<file path="src/rtl/modulo_counter_core.sv">
// Loadable up/down modulo counter with range-checked loads and a FAULT state.
// Define COUNTER_CORE_SELFWRAP_EN to make boundary steps wrap MAX_VAL<->MIN_VAL.
module modulo_counter_core #(
    parameter int WIDTH   = 4,
    parameter int MIN_VAL = 1,
    parameter int MAX_VAL = 12
) (
    input  logic             clk,
    input  logic             reset,
    input  logic             enable,
    input  logic             load,
    input  logic [WIDTH-1:0] d,
    input  logic             dir,
    output logic [WIDTH-1:0] q,
    output logic             tc,
    output logic             wrap,
    output logic             load_ack,
    output logic             err
);

    localparam logic [WIDTH-1:0] MIN_Q = WIDTH'(MIN_VAL);
    localparam logic [WIDTH-1:0] MAX_Q = WIDTH'(MAX_VAL);
    localparam logic [WIDTH-1:0] ONE_Q = WIDTH'(1);

    typedef enum logic [1:0] {
        IDLE  = 2'd0,
        COUNT = 2'd1,
        FAULT = 2'd2
    } state_t;

    state_t           state, state_nxt;
    logic [WIDTH-1:0] q_nxt;
    logic             wrap_nxt, ack_nxt, err_nxt;
    logic             load_legal, at_bound, step;

    function automatic logic in_range(input logic [WIDTH-1:0] v);
        return (v >= MIN_Q) && (v <= MAX_Q);
    endfunction

    // Plain modulo-2^WIDTH step; boundary handling is layered on top.
    function automatic logic [WIDTH-1:0] step_value(input logic [WIDTH-1:0] cur,
                                                    input logic down);
        return down ? (cur - ONE_Q) : (cur + ONE_Q);
    endfunction

    assign load_legal = in_range(d);
    assign at_bound   = dir ? (q == MIN_Q) : (q == MAX_Q);
    assign step       = enable & ~load & (state != FAULT);
    assign tc         = step & at_bound;

    always_comb begin
        state_nxt = state;
        q_nxt     = q;
        wrap_nxt  = 1'b0;
        ack_nxt   = 1'b0;
        if (load) begin
            if (load_legal) begin
                q_nxt     = d;
                state_nxt = COUNT;
                ack_nxt   = 1'b1;
            end else begin
                state_nxt = FAULT;
            end
        end else if (step) begin
            q_nxt = step_value(q, dir);
`ifdef COUNTER_CORE_SELFWRAP_EN
            if (at_bound) begin
                q_nxt = dir ? MAX_Q : MIN_Q;
            end
`endif
            state_nxt = COUNT;
            wrap_nxt  = at_bound;
        end
        err_nxt = (state_nxt == FAULT);
    end

    always_ff @(posedge clk or posedge reset) begin
        if (reset) begin
            state    <= IDLE;
            q        <= MIN_Q;
            wrap     <= 1'b0;
            load_ack <= 1'b0;
            err      <= 1'b0;
        end else begin
            state    <= state_nxt;
            q        <= q_nxt;
            wrap     <= wrap_nxt;
            load_ack <= ack_nxt;
            err      <= err_nxt;
        end
    end

endmodule

</file>
<file path="config.mk">
export PLATFORM = sky130hd
export DESIGN_NAME = modulo_counter_core
export DESIGN_NICKNAME = d
export VERILOG_FILES = /design/src/rtl/modulo_counter_core.sv
export SDC_FILE = /design/constraint.sdc
export NUM_CORES = 1
export LEC_CHECK = 0
export CAP_MARGIN = 40
export CORE_AREA = 5 5 42 44
export CTS_CLUSTER_SIZE = 25
export DETAILED_ROUTE_END_ITERATION = 10
export DIE_AREA = 0 0 47 49
export MAX_ROUTING_LAYER = met4
export PLACE_DENSITY = 0.73
export SYNTH_ARGS = -nofsm -noshare
export SYNTH_HDL_FRONTEND = slang
export SYNTH_SLANG_ARGS = --single-unit
</file>
<file path="constraint.sdc">
create_clock -name clk -period 1.8 [get_ports clk]
set_input_delay 0.54 -clock clk [delete_from_list [all_inputs] [get_ports clk]]
set_output_delay 0.54 -clock clk [all_outputs]
set_load 0.005 [all_outputs]
</file>
==> flow_summary.yaml <==
global_routing:
  grt-ovfl-total: 0
  grt_use_total_pct: 15.7
  grt_pass1_wl_um: 2490
  grt_max_degree: 10
  grt_pass1_vias: 579
  grt_antenna_before_repair: 0
route:
  routed_wirelength_um: 1450
  dr.pass1.iters: 4
  ant_nets: 0
  drt_iter0_drc: 6
  drc_errors: 0
  routed_via_density: 5.12
  num_vias: 579
  wl_per_cell_um: 12.9
cts:
  clk_path_buf_depth: 2
  clock_latency_ns: 0.28
  cts_hold_buf: 0
  numCtsBuffers: 3
  cts.sinks: 9
  path_clk_slew_ns: 0.07
  cts_tree: "yes"
  h-tree-depth: 1
  cts_root_buffer: "clkbuf_4"
hold_path:
  min_path_cells: 1
  hp-class: "reg2reg"
worst_setup_path:
  critPathKind: "reg2out"
  critPathLaunchType: "flop"
  cp_max_fo: 3
  required_ns: 1.26
  crit_path_end_kind: "output port"
  critPathArrivalTime_ns: 1.47
  ff2ff_path_depth: 8
layout:
  syn_to_final_growth_pct: 75.7
  drive_gt1_share_pct: 40.2
  stdcell_count: 113
  finish.net_count: 111
  diodes: 0
floorplanning:
  ios: 17
  die_w_um: 47
  row_count: 14
  core-area_mm2: 0.00140
  die_area_mm2: 0.00230
  die_height_um: 49
  initial_core_util_pct: 39.7
synthesis:
  synthTopCellsByArea: "dfrtp_1, ha_1, dfstp_2"
  yosys.cell_types.count: 28
  syn_area_um2: 557
  synthCells: 55
  yosysSeqAreaShare_pct: 40.7
  synth_nets: 68
  yosys.area.top_type: "dfrtp_1"
  syn_area_per_cell_um2: 10.1
  ys_ff_latch: 9
  ys_warn_count: 0
  yosysTopAreaCellShare_pct: 36.0
sta:
  final_max_slew_viol_count: 0
  setup_viol: 1
  relSlewSlack_pct: 77.1
  clock-skew-final_ns: 0.00579
  fmax_mhz: 497
  hold_viol_final: 0
  worst_pin_slew_ns: 0.343
  setup_tns_ns: -0.212
  timing.hold.ws_ns: 0.479
  worst_slack_ns: -0.212
  period_share_pct: 112
  period_needed_ns: 2.01
  rsz0062_at_grt: "true"
placed_design:
  finalWeightedCongestion: 0.819
  hpwl_um: 1110
  place_inst: 108
  io_buffers: 16
power:
  power_uw: 829
  p_leak_uw: 0.000461
  powerDensity_mw_per_mm2: 847
  vdd_drop_max_mv: 0.534
job:
  maxCapViolCount: 0
status:
  violations: "setup timing"
  outcome: "finished, violations left"
[flip-flops by register name, summed over array words and instances, names as in the netlist]
register / count
wrap: 1
state: 2
q: 4
err: 1
load_ack: 1
[cells in the mapped netlist]
| master | n |
|---|---|
| nor4bb_1 | 1 |
| and3_4 | 1 |
| inv_1 | 4 |
| nor2_1 | 5 |
| o21ai_1 | 1 |
| dfstp_2 | 1 |
| nand2_1 | 4 |
| a21o_1 | 1 |
| nand2b_1 | 1 |
| mux2i_1 | 1 |
| o221ai_1 | 3 |
| nor4b_1 | 1 |
| inv_2 | 1 |
| xnor2_1 | 1 |
| or2_4 | 1 |
| nand4_1 | 1 |
| o31ai_1 | 1 |
| ha_1 | 4 |
| a31oi_1 | 3 |
| nor3_1 | 1 |
| dfrtp_1 | 8 |
| nor4_4 | 1 |
| o211a_1 | 1 |
| a21oi_1 | 2 |
| o31a_1 | 1 |
| nor3_4 | 1 |
| nor2b_1 | 1 |
| nand3_1 | 3 |
[timing repair]
action | CTS | global route
buffers inserted | 1 | 0
endpoints found under the setup margin | 3 | 2
pin swaps | 5 | 1
gates cloned | 0 | 0
resized for setup | 18 | 1
[cell families after synthesis]
family,count (synthesis),share of synthesized area [%]
AOI/OAI and AO/OA,13,16.9
xor gates and xnor gates,1,1.57
adders and majority gates,4,8.99
buffers and inverters,5,3.37
DFF,9,40.7
muxes,1,1.80
and+or+nand+nor,22,26.7
[critical path: stages (launching register included)]
cell     delay, ns
dfstp_2       0.58
buf_6         0.11
inv_2         0.04
ha_4          0.14
a31oi_2       0.14
nor2_1        0.06
buf_2         0.12
[worst paths after layout]
path,start,endpoint,slack (ns)
min reg2reg,state[0],state[0],0.48
max reg2reg,q[0],q[2],0.13
min,state[0],state[0],0.48
min in group asynchronous,reset,err,0.51
max,q[0],tc,-0.21
max in group asynchronous,reset,q[0],0.99
[power by group]
group | leakage, µW | internal (µW) | switching [µW]
registers | 0.000107 | 241 | 35.7
logic | 0.000336 | 228 | 154
clock network | 0.0000177 | 82.6 | 88.1
total | 0.000461 | 551 | 278
[metal layers]
metal	GRT usage, %	part of all wire, %	vias to the layer above
met5	-	0	-
met4	9.68	2.1	0
met3	3.32	3.7	3
met2	24.2	53	11
met1	17.7	41	275
li1	-	-	290
[metrics by stage]
step	cell area, µm²	worst slack (ns)	util (%)
final	978	-0.212	69.8
after global routing	978	-0.287	69.8
after CTS	976	-0.226	69.6
after detailed placement	895	-0.739	63.8
after global placement	895	-0.668	63.8
after floorplan	557	0.109	-
[cell usage in the layout, fill, tap and decap left out, types with 2 or more instances in the layout]
master / count
buf_4: 20
clkdlybuf4s50_1: 11
dfrtp_1: 7
nor2_1: 5
nand2_1: 4
nand3_1: 3
o221ai_1: 3
inv_1: 3
clkbuf_4: 3
dlygate4sd2_1: 3
inv_2: 2
a21oi_1: 2
a31oi_1: 2
ha_4: 2
ha_1: 2
buf_6: 2
[cell type report]
class                   instances  area [µm²]
clock inverters                 1        5.00
clock buffers                   3        22.5
flip-flops and latches          9         228
repair buffers                 38         327
fillers                       114         423
multi-input cells              41         358
well taps                      16        20.0
inverters                       5        18.8
Power figures use the tool's default switching activity.
==> variant, RTL diff (config.mk and constraints unchanged) <==
Remove the register `err`: a continuous assignment takes its place, so the output `err` follows one clock earlier.
--- a/src/rtl/modulo_counter_core.sv
+++ b/src/rtl/modulo_counter_core.sv
@@ -81,5 +81,4 @@
             wrap     <= 1'b0;
             load_ack <= 1'b0;
-            err      <= 1'b0;
         end else begin
             state    <= state_nxt;
@@ -87,8 +86,9 @@
             wrap     <= wrap_nxt;
             load_ack <= ack_nxt;
-            err      <= err_nxt;
         end
     end
 
+    assign err = err_nxt;
+
 endmodule
 
Formal check against the unedited RTL: not equivalent (Yosys sat finds a counterexample within 4 cycles, from zero or initial values and one cycle with reset high).
==> variant against the original RTL <==
The run still ends with setup timing left; critical path depth is 1 lower; via count grew 6.7%; worst setup slack gained 0.11 ns; final area rose by 4.9%; power down 16%; sequential cell count fell by 1; synthesized area down 6.7%; fmax rose by 5.7%; routed wire length rose by 15%; critical path type unchanged; largest cell class is now non-clock buffers; largest power group unchanged; highest routed layer unchanged.
==> variant: results <==
[run_status]
status = "complete, but fails checks"
violations = "setup timing"

[global_route]
grt_pass1_vias = 695
grt_usage_pct = 18.73
grt_max_degree = 9

[synth]
yosysUniqueCellTypes = 24
synth-xor-area-share_pct = 1.687
muxShareOfSynthArea_pct = 1.928
seq_area_frac_synth_pct = 38.80
synth_area_leaders = "dfrtp_1 34%, ha_1 9.6%, dfstp_2 5.1%"
synth_commonest_cells = "7 x dfrtp_1, 7 x inv_1, 7 x nor2_1"
avgSynthCellArea_um2 = 9.616
synth_warnings = 0
synth_compound_area_share_pct = 22.17
synth_fa_ha_area_share_pct = 9.639

[placed_design]
place_ws_ns = -0.8462
postPlaceCellArea_um2 = 887.1
dp.cells = 111
place.detailed.hpwl_um = 1180

[timing]
relSlewSlack_pct = 79.95
final.setup.tns_ns = -0.1909
skew_ns = 0.004471
fin_ws_ns = -0.1044
setup-violations-final = 3

[pwr]
p_leak_nw = 0.4752
vdd_drop_max_mv = 0.3458

[layout]
drive_gt1_share_pct = 53.85
layout.cells.non_filler = 120

[detailed_routing]
vias = 618
drt_iter0_markers = 4

[cts]
cts.reportedPaths.clkPinSlew_ns = 0.06
clock_latency_ns = 0.26
clockRootBuffer = "clkbuf_4"

[worst_setup_path]
arrival_ns = 1.36
==> variant: layer usage <==
layer	wire length, µm	vias to the layer above	track usage, %
met4	30	0	8.295
met2	939	14	32.58
li1	-	299	-
met3	68	5	4.428
met1	636	300	18.78
met5	0	-	-
==> variant: critical path, cell delays in order (launching register included) <==
cell	delay, ns
dfstp_2	0.58
inv_2	0.05
ha_2	0.16
nand4b_1	0.12
a21oi_2	0.07
buf_2	0.12
==> variant: cell type report <==
cell class / count / area, µm²
Sequential cell: 8 / 201.4
Timing Repair Buffer: 46 / 380.4
Tap cell: 16 / 20.02
Fill cell: 120 / 375.4
Clock buffer: 4 / 26.28
Inverter: 7 / 26.28
Multi-Input combinational cell: 39 / 371.6
==> variant: path summary, 6_finish.rpt <==
path / startpoint / endpoint / slack (ns) / cells past startpoint
max: q[0] / tc / -0.10 / 5
max reg2reg: q[0] / q[3] / -0.01 / 5
min in group asynchronous: reset / state[0] / 0.52 / 2
min reg2reg: state[1] / state[1] / 0.49 / 1
max in group asynchronous: reset / q[0] / 1.00 / 2
min: state[1] / state[1] / 0.49 / 1
==> variant: cells by family (layout without fill, tap and decap cells) <==
kind of cell             after synthesis  in the layout
buffers and inverters                  7             57
adder cells (fa/ha/maj)                4              4
XOR/XNOR                               1              1
AND/OR/NAND/NOR                       19             19
AO/OA/AOI/OAI                         14             14
multiplexers                           1              1
flip-flops                             8              8
==> variant: what timing repair did <==
item	CTS	global route
gates resized for setup	50	5
buffers inserted	4	2
endpoints found under the setup margin	10	3
pin swaps	13	3
==> variant: power breakdown <==
part	switching [W]	internal [W]
Clock	0.0000660	0.0000851
Sequential	0.0000208	0.000206
Combinational	0.000134	0.000187
